[src/rtl/loba_seq_mul_pkg.sv]
// Shared types for the sequential LOBA multiplier: FSM states and width helpers.
package loba_seq_mul_pkg;

  localparam int LOBA_N_DEF = 16;
  localparam int LOBA_K_DEF = 4;

  typedef enum logic [2:0] {
    ST_IDLE  = 3'd0,
    ST_SPLIT = 3'd1,
    ST_MAC0  = 3'd2,
    ST_MAC1  = 3'd3,
    ST_MAC2  = 3'd4,
    ST_DONE  = 3'd5
  } state_e;

  // Width of a shift amount able to address any bit of a 2n-bit product.
  function automatic int shift_w(input int n);
    return $clog2(2 * n);
  endfunction

  // Width of a segment index inside an n-bit operand.
  function automatic int index_w(input int n);
    return $clog2(n);
  endfunction

endpackage

[src/rtl/loba_split_comb.sv]
// Combinational LOBA split of one operand into a high and a low K-bit segment
// with their shift positions.
module loba_split_comb
  import loba_seq_mul_pkg::*;
#(
  parameter int N  = LOBA_N_DEF,
  parameter int K  = LOBA_K_DEF,
  parameter int IW = index_w(LOBA_N_DEF)
) (
  input  logic [N-1:0]  x,
  output logic [K-1:0]  xh,
  output logic [IW-1:0] kh,
  output logic [K-1:0]  xl,
  output logic [IW-1:0] kl
);

  // Position that places the leading one at the top of a K-bit window;
  // values whose leading one sits below bit K-1 are not shifted at all.
  function automatic logic [IW-1:0] seg_shift(input logic [N-1:0] v);
    logic [IW-1:0] s;
    s = '0;
    for (int i = K - 1; i < N; i++) begin
      if (v[i]) s = IW'(i - (K - 1));
    end
    return s;
  endfunction

  logic [N-1:0] rem;

  always_comb begin
    kh  = seg_shift(x);
    xh  = K'(x >> kh);
    rem = x - (N'(xh) << kh);
    kl  = seg_shift(rem);
    xl  = K'(rem >> kl);
  end

endmodule

[src/rtl/loba_seq_mul.sv]
// Area-reduced LOBA approximate multiplier: one KxK multiplier and one shifter
// are reused over three MAC cycles to accumulate the LOBA partial products.
module loba_seq_mul
  import loba_seq_mul_pkg::*;
#(
  parameter int N = LOBA_N_DEF,
  parameter int K = LOBA_K_DEF
) (
  input  logic           clk,
  input  logic           rst,
  input  logic           in_valid,
  output logic           in_ready,
  input  logic [N-1:0]   A,
  input  logic [N-1:0]   B,
  output logic           out_valid,
  input  logic           out_ready,
  output logic [2*N-1:0] P,
  output logic           busy
);

  localparam int SW = shift_w(N);
  localparam int IW = index_w(N);
  localparam int PW = 2 * N;

  state_e         state_q, state_d;
  logic [N-1:0]   a_q, a_d, b_q, b_d;
  logic [K-1:0]   ah_q, ah_d, al_q, al_d, bh_q, bh_d, bl_q, bl_d;
  logic [IW-1:0]  kha_q, kha_d, kla_q, kla_d, khb_q, khb_d, klb_q, klb_d;
  logic [PW-1:0]  acc_q, acc_d;

  logic [K-1:0]   sa_h, sa_l, sb_h, sb_l;
  logic [IW-1:0]  sa_kh, sa_kl, sb_kh, sb_kl;

  loba_split_comb #(.N(N), .K(K), .IW(IW)) u_split_a (
    .x (a_q),
    .xh(sa_h),
    .kh(sa_kh),
    .xl(sa_l),
    .kl(sa_kl)
  );

  loba_split_comb #(.N(N), .K(K), .IW(IW)) u_split_b (
    .x (b_q),
    .xh(sb_h),
    .kh(sb_kh),
    .xl(sb_l),
    .kl(sb_kl)
  );

  // Shared datapath: the MAC state picks which segment pair and shift to use.
  logic [K-1:0]   mul_a, mul_b;
  logic [SW-1:0]  sh_amt;
  logic [2*K-1:0] prod;
  logic [PW-1:0]  prod_sh;

  always_comb begin
    mul_a  = '0;
    mul_b  = '0;
    sh_amt = '0;
    case (state_q)
      ST_MAC0: begin
        mul_a  = ah_q;
        mul_b  = bh_q;
        sh_amt = SW'(kha_q) + SW'(khb_q);
      end
      ST_MAC1: begin
        mul_a  = ah_q;
        mul_b  = bl_q;
        sh_amt = SW'(kha_q) + SW'(klb_q);
      end
      ST_MAC2: begin
        mul_a  = al_q;
        mul_b  = bh_q;
        sh_amt = SW'(kla_q) + SW'(khb_q);
      end
      default: ;
    endcase
    prod    = (2*K)'(mul_a) * (2*K)'(mul_b);
    prod_sh = PW'(prod) << sh_amt;
  end

  always_comb begin
    state_d = state_q;
    a_d     = a_q;
    b_d     = b_q;
    ah_d    = ah_q;
    al_d    = al_q;
    bh_d    = bh_q;
    bl_d    = bl_q;
    kha_d   = kha_q;
    kla_d   = kla_q;
    khb_d   = khb_q;
    klb_d   = klb_q;
    acc_d   = acc_q;
    case (state_q)
      ST_IDLE: begin
        if (in_valid) begin
          a_d     = A;
          b_d     = B;
          acc_d   = '0;
          state_d = ST_SPLIT;
        end
      end
      ST_SPLIT: begin
        ah_d    = sa_h;
        al_d    = sa_l;
        kha_d   = sa_kh;
        kla_d   = sa_kl;
        bh_d    = sb_h;
        bl_d    = sb_l;
        khb_d   = sb_kh;
        klb_d   = sb_kl;
        state_d = ST_MAC0;
      end
      ST_MAC0: begin
        acc_d   = acc_q + prod_sh;
        state_d = ST_MAC1;
      end
      ST_MAC1: begin
        acc_d   = acc_q + prod_sh;
        state_d = ST_MAC2;
      end
      ST_MAC2: begin
        acc_d   = acc_q + prod_sh;
        state_d = ST_DONE;
      end
      ST_DONE: begin
        if (out_ready) state_d = ST_IDLE;
      end
      default: state_d = ST_IDLE;
    endcase
  end

  always_ff @(posedge clk or posedge rst) begin
    if (rst) begin
      state_q <= ST_IDLE;
      a_q     <= '0;
      b_q     <= '0;
      ah_q    <= '0;
      al_q    <= '0;
      bh_q    <= '0;
      bl_q    <= '0;
      kha_q   <= '0;
      kla_q   <= '0;
      khb_q   <= '0;
      klb_q   <= '0;
      acc_q   <= '0;
    end else begin
      state_q <= state_d;
      a_q     <= a_d;
      b_q     <= b_d;
      ah_q    <= ah_d;
      al_q    <= al_d;
      bh_q    <= bh_d;
      bl_q    <= bl_d;
      kha_q   <= kha_d;
      kla_q   <= kla_d;
      khb_q   <= khb_d;
      klb_q   <= klb_d;
      acc_q   <= acc_d;
    end
  end

  // All handshake outputs come straight from registered state.
  assign in_ready  = (state_q == ST_IDLE);
  assign out_valid = (state_q == ST_DONE);
  assign busy      = (state_q != ST_IDLE);
  assign P         = acc_q;

endmodule
[config.mk]
export PLATFORM = sky130hd
export DESIGN_NAME = loba_seq_mul
export DESIGN_NICKNAME = d
export VERILOG_FILES = /design/src/rtl/loba_seq_mul_pkg.sv /design/src/rtl/loba_split_comb.sv /design/src/rtl/loba_seq_mul.sv
export SDC_FILE = /design/constraint.sdc
export NUM_CORES = 1
export LEC_CHECK = 0
export ABC_AREA = 0
export CORE_MARGIN = 5
export CORE_UTILIZATION = 35
export CTS_CLUSTER_DIAMETER = 30
export CTS_CLUSTER_SIZE = 25
export DETAILED_ROUTE_END_ITERATION = 8
export PLACE_DENSITY = 0.59
export SYNTH_ARGS = -nofsm -noshare
export SYNTH_HDL_FRONTEND = slang
export SYNTH_HIERARCHICAL = 1
export SYNTH_SLANG_ARGS = --single-unit
[constraint.sdc]
create_clock -name clk -period 6.95 [get_ports clk]
set_clock_uncertainty 0.2 [all_clocks]
set_input_delay 1.39 -clock clk [delete_from_list [all_inputs] [get_ports clk]]
set_output_delay 1.39 -clock clk [all_outputs]
set_load 0.05 [all_outputs]
==> summary.md, run 1 <==
| Metric | Value |
|---|---|
| Synth-to-layout area growth | 17.6% |
| Post-DP HPWL | roughly 26 mm |
| Share of cells above drive strength 1 | 17.3% |
| Gpl congestion | 0.952 |
| Routed Antenna Nets | 0 |
| Crit path launch type | flop |
| Clock transition at path regs | 0.07 ns |
| First DRT Iteration DRCs | 873 |
| Root buf cell | clkbuf_16 |
| Critical Path Fanout Max | 6 |
| Top cell type's share of synthesized area | a little over a fifth |
| Hold Path Origin | klb_q[3] |
| First-pass GRT wire length | ~55 mm |
| F_max | roughly 150 MHz |
| Port bufs | 70 |
| Count of cell types in the netlist | 90 |
| Gr ovfl total | 0 |
| Fin nets | 1,593 |
| Reg2reg start | state_q[1] |
| Filler cells | about 3,200 |
| FF+latch area | 0.00248 mm^2 |
| Clk_lat worst skew | 0.37 ns |
| Status | finished clean |
| Max reg flops | 32 |
| Die W | ~190 um |
| Syn avg cell area | 8.26 um^2 |
| CTS tree | built |
| Worst Setup End Kind | flop |
| FF-to-FF path depth | 26 |
| Bufs and invs on worst path | 2 |
| Drt first pass iters | 5 |
| Post-DR vias/cell | 5.82 |
| Async S/R FF share, synth | 100% |
| Data arrival, critical path | between 6 and 7 ns |
| Overall die height | between 150 and 200 um |
| Final Worst Setup Slack | 0.359 ns |
| # H-tree levels | 3 |
| Setup Viol. Count Final | 0 |
| Crit path required time | 7.01 ns |
| Worst rel slew slack | 43.1% |
| Most used flip-flop cell after synthesis | dfrtp_1 |
| Core footprint | 0.0316 mm^2 |
| Synth cell count leaders | nor2_1 (137), a21oi_1 (105), dfrtp_1 (99) |
| Actual slew at the worst max-slew pin | ~0.85 ns |
| Area leader, netlist | dfrtp_1 |
| Post-synth EDFFs | 0 |
| Clock tree buffer depth | 2 |
| Slowest stage delay, CP | 0.55 ns |
| Final Max Slew Viols | 0 |
| CTS Buf Count | 9 |
| Seq/Total Area, Yosys | 22.0% |
| Reg2reg end | P[29] |
| Cell with the most instances after synthesis | nor2_1 |
| Pre-CTS WS | 0.0569 ns |
| # rows | 65 |
| Detailed Route WL | 33.3 mm |
| Synth area leaders | dfrtp_1 (22%), ha_1 (9.1%), mux2_2 (7.6%), a21oi_1 (4.7%), nor2_1 (4.6%) |
| IO Pins | 71 |
| Worst min-delay path endpoint | klb_q[3] |
| Critical Path Slowest Stage Cell | fa_1 |
| Largest net degree at the start of global routing | 54 |
| Die ar. | ~0.036 mm^2 |
| Critical path type | reg -> reg |
| Wire length per cell | 17.8 um |
| Tmin final | 6.59 ns |
| Hold WC Path Type | reg -> reg |
| Clock sinks | 99 |
| DRC | 0 |
| Initial antenna violation count | 0 |
| Seq cells post-synth | 99 |
| R2R Setup Slk | around 0.36 ns |
| Antenna fix cells | 0 |
| Warnings, synthesis | 6 |
| Cell area after synthesis | 0.0113 mm^2 |
| Cell mode on critical path | fa_1 |
| Post-Syn Instances | 1,364 |
| Hold path depth | 1 |
| Vias | 10,900 |
| Vias in the first global route | 10,500 |
| Worst path top cell family by delay | compound AO/OA/AOI/OAI gates |
| Final hold vios | 0 |
| Fin crit share | between 90% and 100% |
| Mapped Nets | 1,491 |
| Total track usage | between 10% and 20% |
| Area of the multi-input gates | 0.00843 mm^2 |
| Initial Util | 35.6% |
| Max Cap Viol | 0 |
-- metal layers --
layer  GRT usage, %  part of all wire, %
met2           31.0                   48
met5              0                    0
met1           24.6                   46
met3           2.25                  4.4
met4           4.48                  1.7
-- worst max-delay path by stage --
stage	start	endpoint	slack (ns)	cells after the start
floorplan	state_q[1]	P[29]	0.45	26
global placement	state_q[1]	P[29]	0.22	27
detailed placement	state_q[0]	P[29]	0.06	26
CTS	state_q[0]	P[29]	0.01	26
global route	state_q[1]	P[29]	-0.09	26
finish	state_q[1]	P[29]	0.36	26
-- per-stage QoR --
| stage | TNS [ns] | cells | utilization, % | cell area (um^2) | hold WS (ns) |
|---|---|---|---|---|---|
| after floorplan | 0 | 1364 | - | 11300 | 0.275 |
| after global placement | 0 | 1855 | 40.5 | 12800 | 0.293 |
| after detailed placement | 0 | 1855 | 40.5 | 12800 | 0.298 |
| after CTS | 0 | 1871 | 41.4 | 13100 | 0.316 |
| after global routing | -0.244 | 1873 | 41.9 | 13300 | 0.339 |
| final | 0 | 1873 | 41.9 | 13300 | 0.312 |
-- cells by family (layout without fill, tap and decap cells) --
| group | Yosys count | in the layout | synth area share, % |
|---|---|---|---|
| AOI/OAI and AO/OA | 467 | 467 | 29.3 |
| and+or+nand+nor | 419 | 419 | 18.4 |
| buffers and inverters | 120 | 227 | 4.43 |
| muxes | 107 | 107 | 10.4 |
| DFF | 99 | 99 | 22.0 |
| adders and majority gates | 91 | 91 | 10.7 |
| xor gates and xnor gates | 61 | 61 | 4.81 |
-- worst reg2reg max path, cell delays in order, from the launching register on --
cell and delay (ns):
dfrtp_2 0.46, xnor2_1 0.18, nor2_2 0.17, a22oi_1 0.13
or2_2 0.33, fa_1 0.53, inv_1 0.05, fa_1 0.55
inv_1 0.06, fa_1 0.46, nor2b_1 0.14, o21a_1 0.13
o21ai_0 0.09, a31oi_1 0.25, a21oi_1 0.12, mux2_2 0.30
a22o_1 0.24, ha_1 0.33, a21oi_1 0.18, o21ai_1 0.11
a2111oi_2 0.42, a211oi_1 0.14, a221oi_2 0.26, nor2b_4 0.22
o21ai_1 0.09, xor2_1 0.14, a22o_1 0.17
-- cell type report --
class                   instances  area share [%]
inverters                      59            1.69
clock buffers                  11            1.83
clock inverters                 5           0.462
well taps                     402            3.79
multi-input cells            1145            63.6
flip-flops and latches         99            18.7
repair buffers                152            9.93
-- layout by cell type, fill, tap and decap left out, types with 12 or more instances in the layout --
master           count
a211oi_1            14
a21boi_0            12
a21o_1              26
a21oi_1            101
a22o_1              35
a22oi_1             17
and2_1              13
and3_1              13
buf_4               82
clkdlybuf4s50_1     70
dfrtp_1             97
ha_1                82
inv_1               56
mux2_2              76
mux2i_1             27
nand2_1             89
nand2b_1            12
nand3_1             28
nor2_1             135
nor3_1              47
o21a_1              18
o21ai_0             63
o21bai_1            21
o22ai_1             15
xnor2_1             43
xor2_1              17
-- timing repair --
action	4_1_cts	5_1_grt
endpoints found under the setup margin	0	26
hold buffers	0	0
setup buffers	0	2
resized for setup	0	31
Power of run 1 is not shown: default switching activity piles up to over one toggle a cycle in this logic, so the estimate is an artifact.
==> run 2: changes to the inputs <==
MAX_ROUTING_LAYER = met4   (was unset)
==> summary.md, run 2 (synthesis gave the netlist of run 1 again) <==
| Metric | Value |
|---|---|
| CTS Hold Buffers Added | 0 |
| Drt first pass iters | 5 |
| Max Cap Viol | 0 |
| Largest net degree at the start of global routing | 55 |
| # H-tree levels | 3 |
| Root buf cell | clkbuf_16 |
| Critical Path Slowest Stage Cell | fa_1 |
| Worst Setup End Kind | flop |
| Die W | 189 um |
| Final Worst Setup Slack | about 0.35 ns |
| Post-DR vias/cell | 5.88 |
| Die ar. | around 0.036 mm^2 |
| Clock transition at path regs | 0.08 ns |
| Slowest stage delay, CP | 0.56 ns |
| Share of cells above drive strength 1 | between 10% and 20% |
| Core footprint | 0.0316 mm^2 |
| Hold WC Path Type | reg -> reg |
| Worst path top cell family by delay | compound AO/OA/AOI/OAI gates |
| Wire length per cell | 17.7 um |
| First DRT Iteration DRCs | 867 |
| Status | finished clean |
| Critical path type | reg -> reg |
| Commonest non-fill, non-tap cell in the layout | nor2_1 |
| Vias | 11,000 |
| Bufs and invs on worst path | 2 |
| First-pass GRT wire length | between 50 and 60 mm |
| IO Pins | 71 |
| CTS tree | built |
| F_max | 151 MHz |
| Worst rel slew slack | 41.7% |
| Vias in the first global route | 10,600 |
| Detailed Route WL | 33.2 mm |
| Initial Util | 35.6% |
| Fin crit share | a little over nine tenths |
| FF+latch area | 0.00248 mm^2 |
| Overall die height | 189 um |
| Initial antenna violation count | 0 |
| Pre-CTS WS | 0.00947 ns |
| Port bufs | 70 |
| Cell mode on critical path | fa_1 |
| Clk_lat worst skew | between 0.3 and 0.4 ns |
| Antenna fix cells | 0 |
| Data arrival, critical path | 6.67 ns |
| Crit path launch type | flop |
| Final hold vios | 0 |
| Post-DP HPWL | roughly 26 mm |
| DRC | 0 |
| Clock tree buffer depth | 2 |
| Final Max Slew Viols | 0 |
| # rows | 65 |
| Filler cells | 3,146 |
| Most frequent cells in the layout | nor2_1 (134), a21oi_1 (100), dfrtp_1 (98), nand2_1 (89), ha_1 (82) |
| Fin nets | approximately 1,600 |
| Critical Path Fanout Max | 6 |
| Total track usage | 18.8% |
| Tmin final | 6.60 ns |
| Setup TNS | 0 ns |
| Routed Antenna Nets | 0 |
| Clock sinks | 99 |
| Crit path required time | 7.01 ns |
| Setup Viol. Count Final | 0 |
| Actual slew at the worst max-slew pin | 0.874 ns |
| Gpl congestion | about 0.95 |
| CTS Buf Count | 9 |
| Area of the multi-input gates | 0.00843 mm^2 |
| Max reg flops | 32 |
| Gr ovfl total | 0 |
| Synth-to-layout area growth | 17.2% |
## run 2: cell count changes in the layout (fill, tap and decap cells not counted), moves of 2 or more
cell / before / now
nor3_2: 3 / 1
a211oi_2: 5 / 7
nor3_1: 47 / 49
buf_4: 82 / 78
inv_8: 0 / 2
## run 2: cell type report
| type | instances | area share, % |
|---|---|---|
| clock inverters | 7 | 0.464 |
| repair buffers | 148 | 9.74 |
| inverters | 59 | 1.70 |
| well taps | 402 | 3.81 |
| clock buffers | 9 | 1.70 |
| flip-flops and latches | 99 | 18.8 |
| multi-input cells | 1145 | 63.8 |
## run 2: metal layers
metal / part of all wire, % / global-route usage, %
met1: 46 / 24.9
met2: 48 / 30.8
met3: 4.9 / 2.47
met4: 1.5 / 4.45
met5: 0 / -
## run 2: timing repair
action                     in CTS  in global routing
setup buffers                   0                  3
setup endpoints to repair       2                 25
pin swaps                       0                  5
gates resized for setup         1                 32
## run 2: worst paths after layout
check                           startpoint          to  slack [ns]  depth (start not counted)
worst min register to register      b_q[0]      b_q[0]        0.32                          1
min in group asynchronous              rst      b_q[8]        1.30                          2
max in group asynchronous              rst  state_q[1]        4.15                          3
worst max register to register  state_q[1]       P[29]        0.35                         26
worst min-delay path                b_q[0]      b_q[0]        0.32                          1
worst max-delay path            state_q[1]       P[29]        0.35                         26
## run 2: per-stage QoR
step                instances  instance area, um^2  hold WS, ns  utilization (%)
global route             1869                13200        0.326             41.8
CTS                      1866                13100        0.315             41.3
detailed placement       1850                12800        0.298             40.4
floorplan                1364                11300        0.275                -
global placement         1850                12800        0.293             40.4
finish                   1869                13200        0.316             41.8
Power of run 2 is left out for the same reason.
==> run 3: changes to the inputs <==
CTS_CLUSTER_DIAMETER = unset   (was 30)
SLEW_MARGIN = 20   (was unset)
==> results of run 3 <==
Same layout as run 2: the final DEF is identical, and so are final timing and power.
Power of run 3 is left out for the same reason.
==> RTL edit: new RTL, flow settings as in run 2 <==
Encoding of `state_e`: now one-hot (6 bits for 6 states).
--- a/src/rtl/loba_seq_mul_pkg.sv
+++ b/src/rtl/loba_seq_mul_pkg.sv
@@ -5,11 +5,11 @@
   localparam int LOBA_K_DEF = 4;
 
-  typedef enum logic [2:0] {
-    ST_IDLE  = 3'd0,
-    ST_SPLIT = 3'd1,
-    ST_MAC0  = 3'd2,
-    ST_MAC1  = 3'd3,
-    ST_MAC2  = 3'd4,
-    ST_DONE  = 3'd5
+  typedef enum logic [5:0] {
+    ST_IDLE  = 6'b000001,
+    ST_SPLIT = 6'b000010,
+    ST_MAC0  = 6'b000100,
+    ST_MAC1  = 6'b001000,
+    ST_MAC2  = 6'b010000,
+    ST_DONE  = 6'b100000
   } state_e;
 
Check against the original RTL: same outputs for any inputs over 4 cycles, from zero or initial values and one cycle with rst high; so few cycles prove little.
==> RTL edit against run 2 <==
  * Utilization up 0.073 points
  * Routed wire length up 3.6%
  * Hold slack worse by 40 ps
  * Sequential share of layout area up 0.11 points
  * Design area up 2.5%
  * Area after synthesis up 1.5%
  * Setup slack worse by 55 ps
  * Global-route usage up 0.18 points
  * Sequential cell count up 3
  * Die area up 1.5%
Power is left out: the tool's default activity adds up to more than one toggle a clock period on the data nets, which glitch-free logic cannot reach.
==> RTL edit: results (changes against run 2) <==
* HP Start: kla_q[3]
* Worst EP arrival at 6700 ps (+30 ps)
* Final GP Congestion at 0.938 (-1.7%)
* Inverters at 64 (+8.5%)
* Final wirelength at 34400 um (+3.6%)
* Fraction of area in multi-input gates at 63.8% (about the same)
* Hold slack at 276 ps (-40.1 ps)
* Post-synthesis mux area share at 4.02% (-6.4 points)
* Synth Area in Adders at 10.5% (-0.16 points)
* Routed len/inst at 16.6 um (-6.4%)
* # clk buffers at 11 (+2)
* R2r endpoint: P[30]
* Yosys cell types at 94 (+4.4%)
* Fraction of area in registers at 18.9% (+0.11 points)
* Area of placed instances at 0.0129 mm2 (+0.76%)
* Share of cells above drive strength 1 at 12.5% (-5.0 points)
* DR pass1 iterations at 8 (+3)
* Commonest cells post-synth: 308 x nand2_1, 132 x nor2_1, 101 x dfrtp_1
* HPWL Detailed at 26700 um (+3.5%)
* First-pass GRT wire length at 56200 um (+2.0%)
* Status: finished, final reports clean
* Seq Cell Count at 102 (+3.0%)
* Non-CTS buffers at 143 (-3.4%)
* Compound-Gate Fraction of Synth Area at 28.0% (-1.3 points)
* Fillers at 3400 (+8.1%)
* Synth Area in XOR/XNOR at 4.52% (-0.29 points)
* Worst Hold Depth at 2 (+1)
* Reg2Reg Depth at 27 (+3.8%)
* Hold Crit Endpoint: kla_q[3]
* Most numerous cell in the Yosys netlist: nand2_1
* NonClk Buf Share at 9.25% (-0.49 points)
* Final nets at 1749 (+10%)
* Top delay family on crit path: simple AND/OR/NAND/NOR gates
* Vias in the first global route at 11100 (+5.0%)
* Area contributors post-synth: dfrtp_1 22%, nand2_1 10%, ha_1 9.0%
* Vias per cell at 5.62 (-4.5%)
==> RTL edit: cell count changes in the layout (fill, tap and decap cells not counted), sizes merged, moves of 6 or more <==
cell and delta:
mux2 -61, xnor2 -8, xor2 +6, a21oi -12, nand3 +8, nand2b +6, o21bai -9, o21ai +26
a22o -24, nand2 +218
==> RTL edit: timing repair <==
item                                    in CTS  in global routing
gates cloned                                 0                  0
setup buffers                                0                 11
gates resized for setup                      7                 52
endpoints found under the setup margin       7                 24
pin swaps                                    0                 14
endpoints found under the hold margin        0                  0
==> RTL edit: how the worst max path moves through the flow <==
stage / depth (start not counted) / endpoint / slack (ps)
finish: 27 / P[30] / 290
global route: 26 / P[30] / -180
CTS: 27 / P[31] / 50
detailed placement: 27 / P[31] / -430
global placement: 27 / P[31] / -250
floorplan: 30 / P[31] / 320
==> RTL edit: through the flow <==
step	setup WS (ps)	util [%]
2_1_floorplan	317	-
3_3_place_gp	-246	39.8
3_5_place_dp	-430	39.8
4_1_cts	49.6	40.8
5_1_grt	-185	41.8
6_report	291	41.8
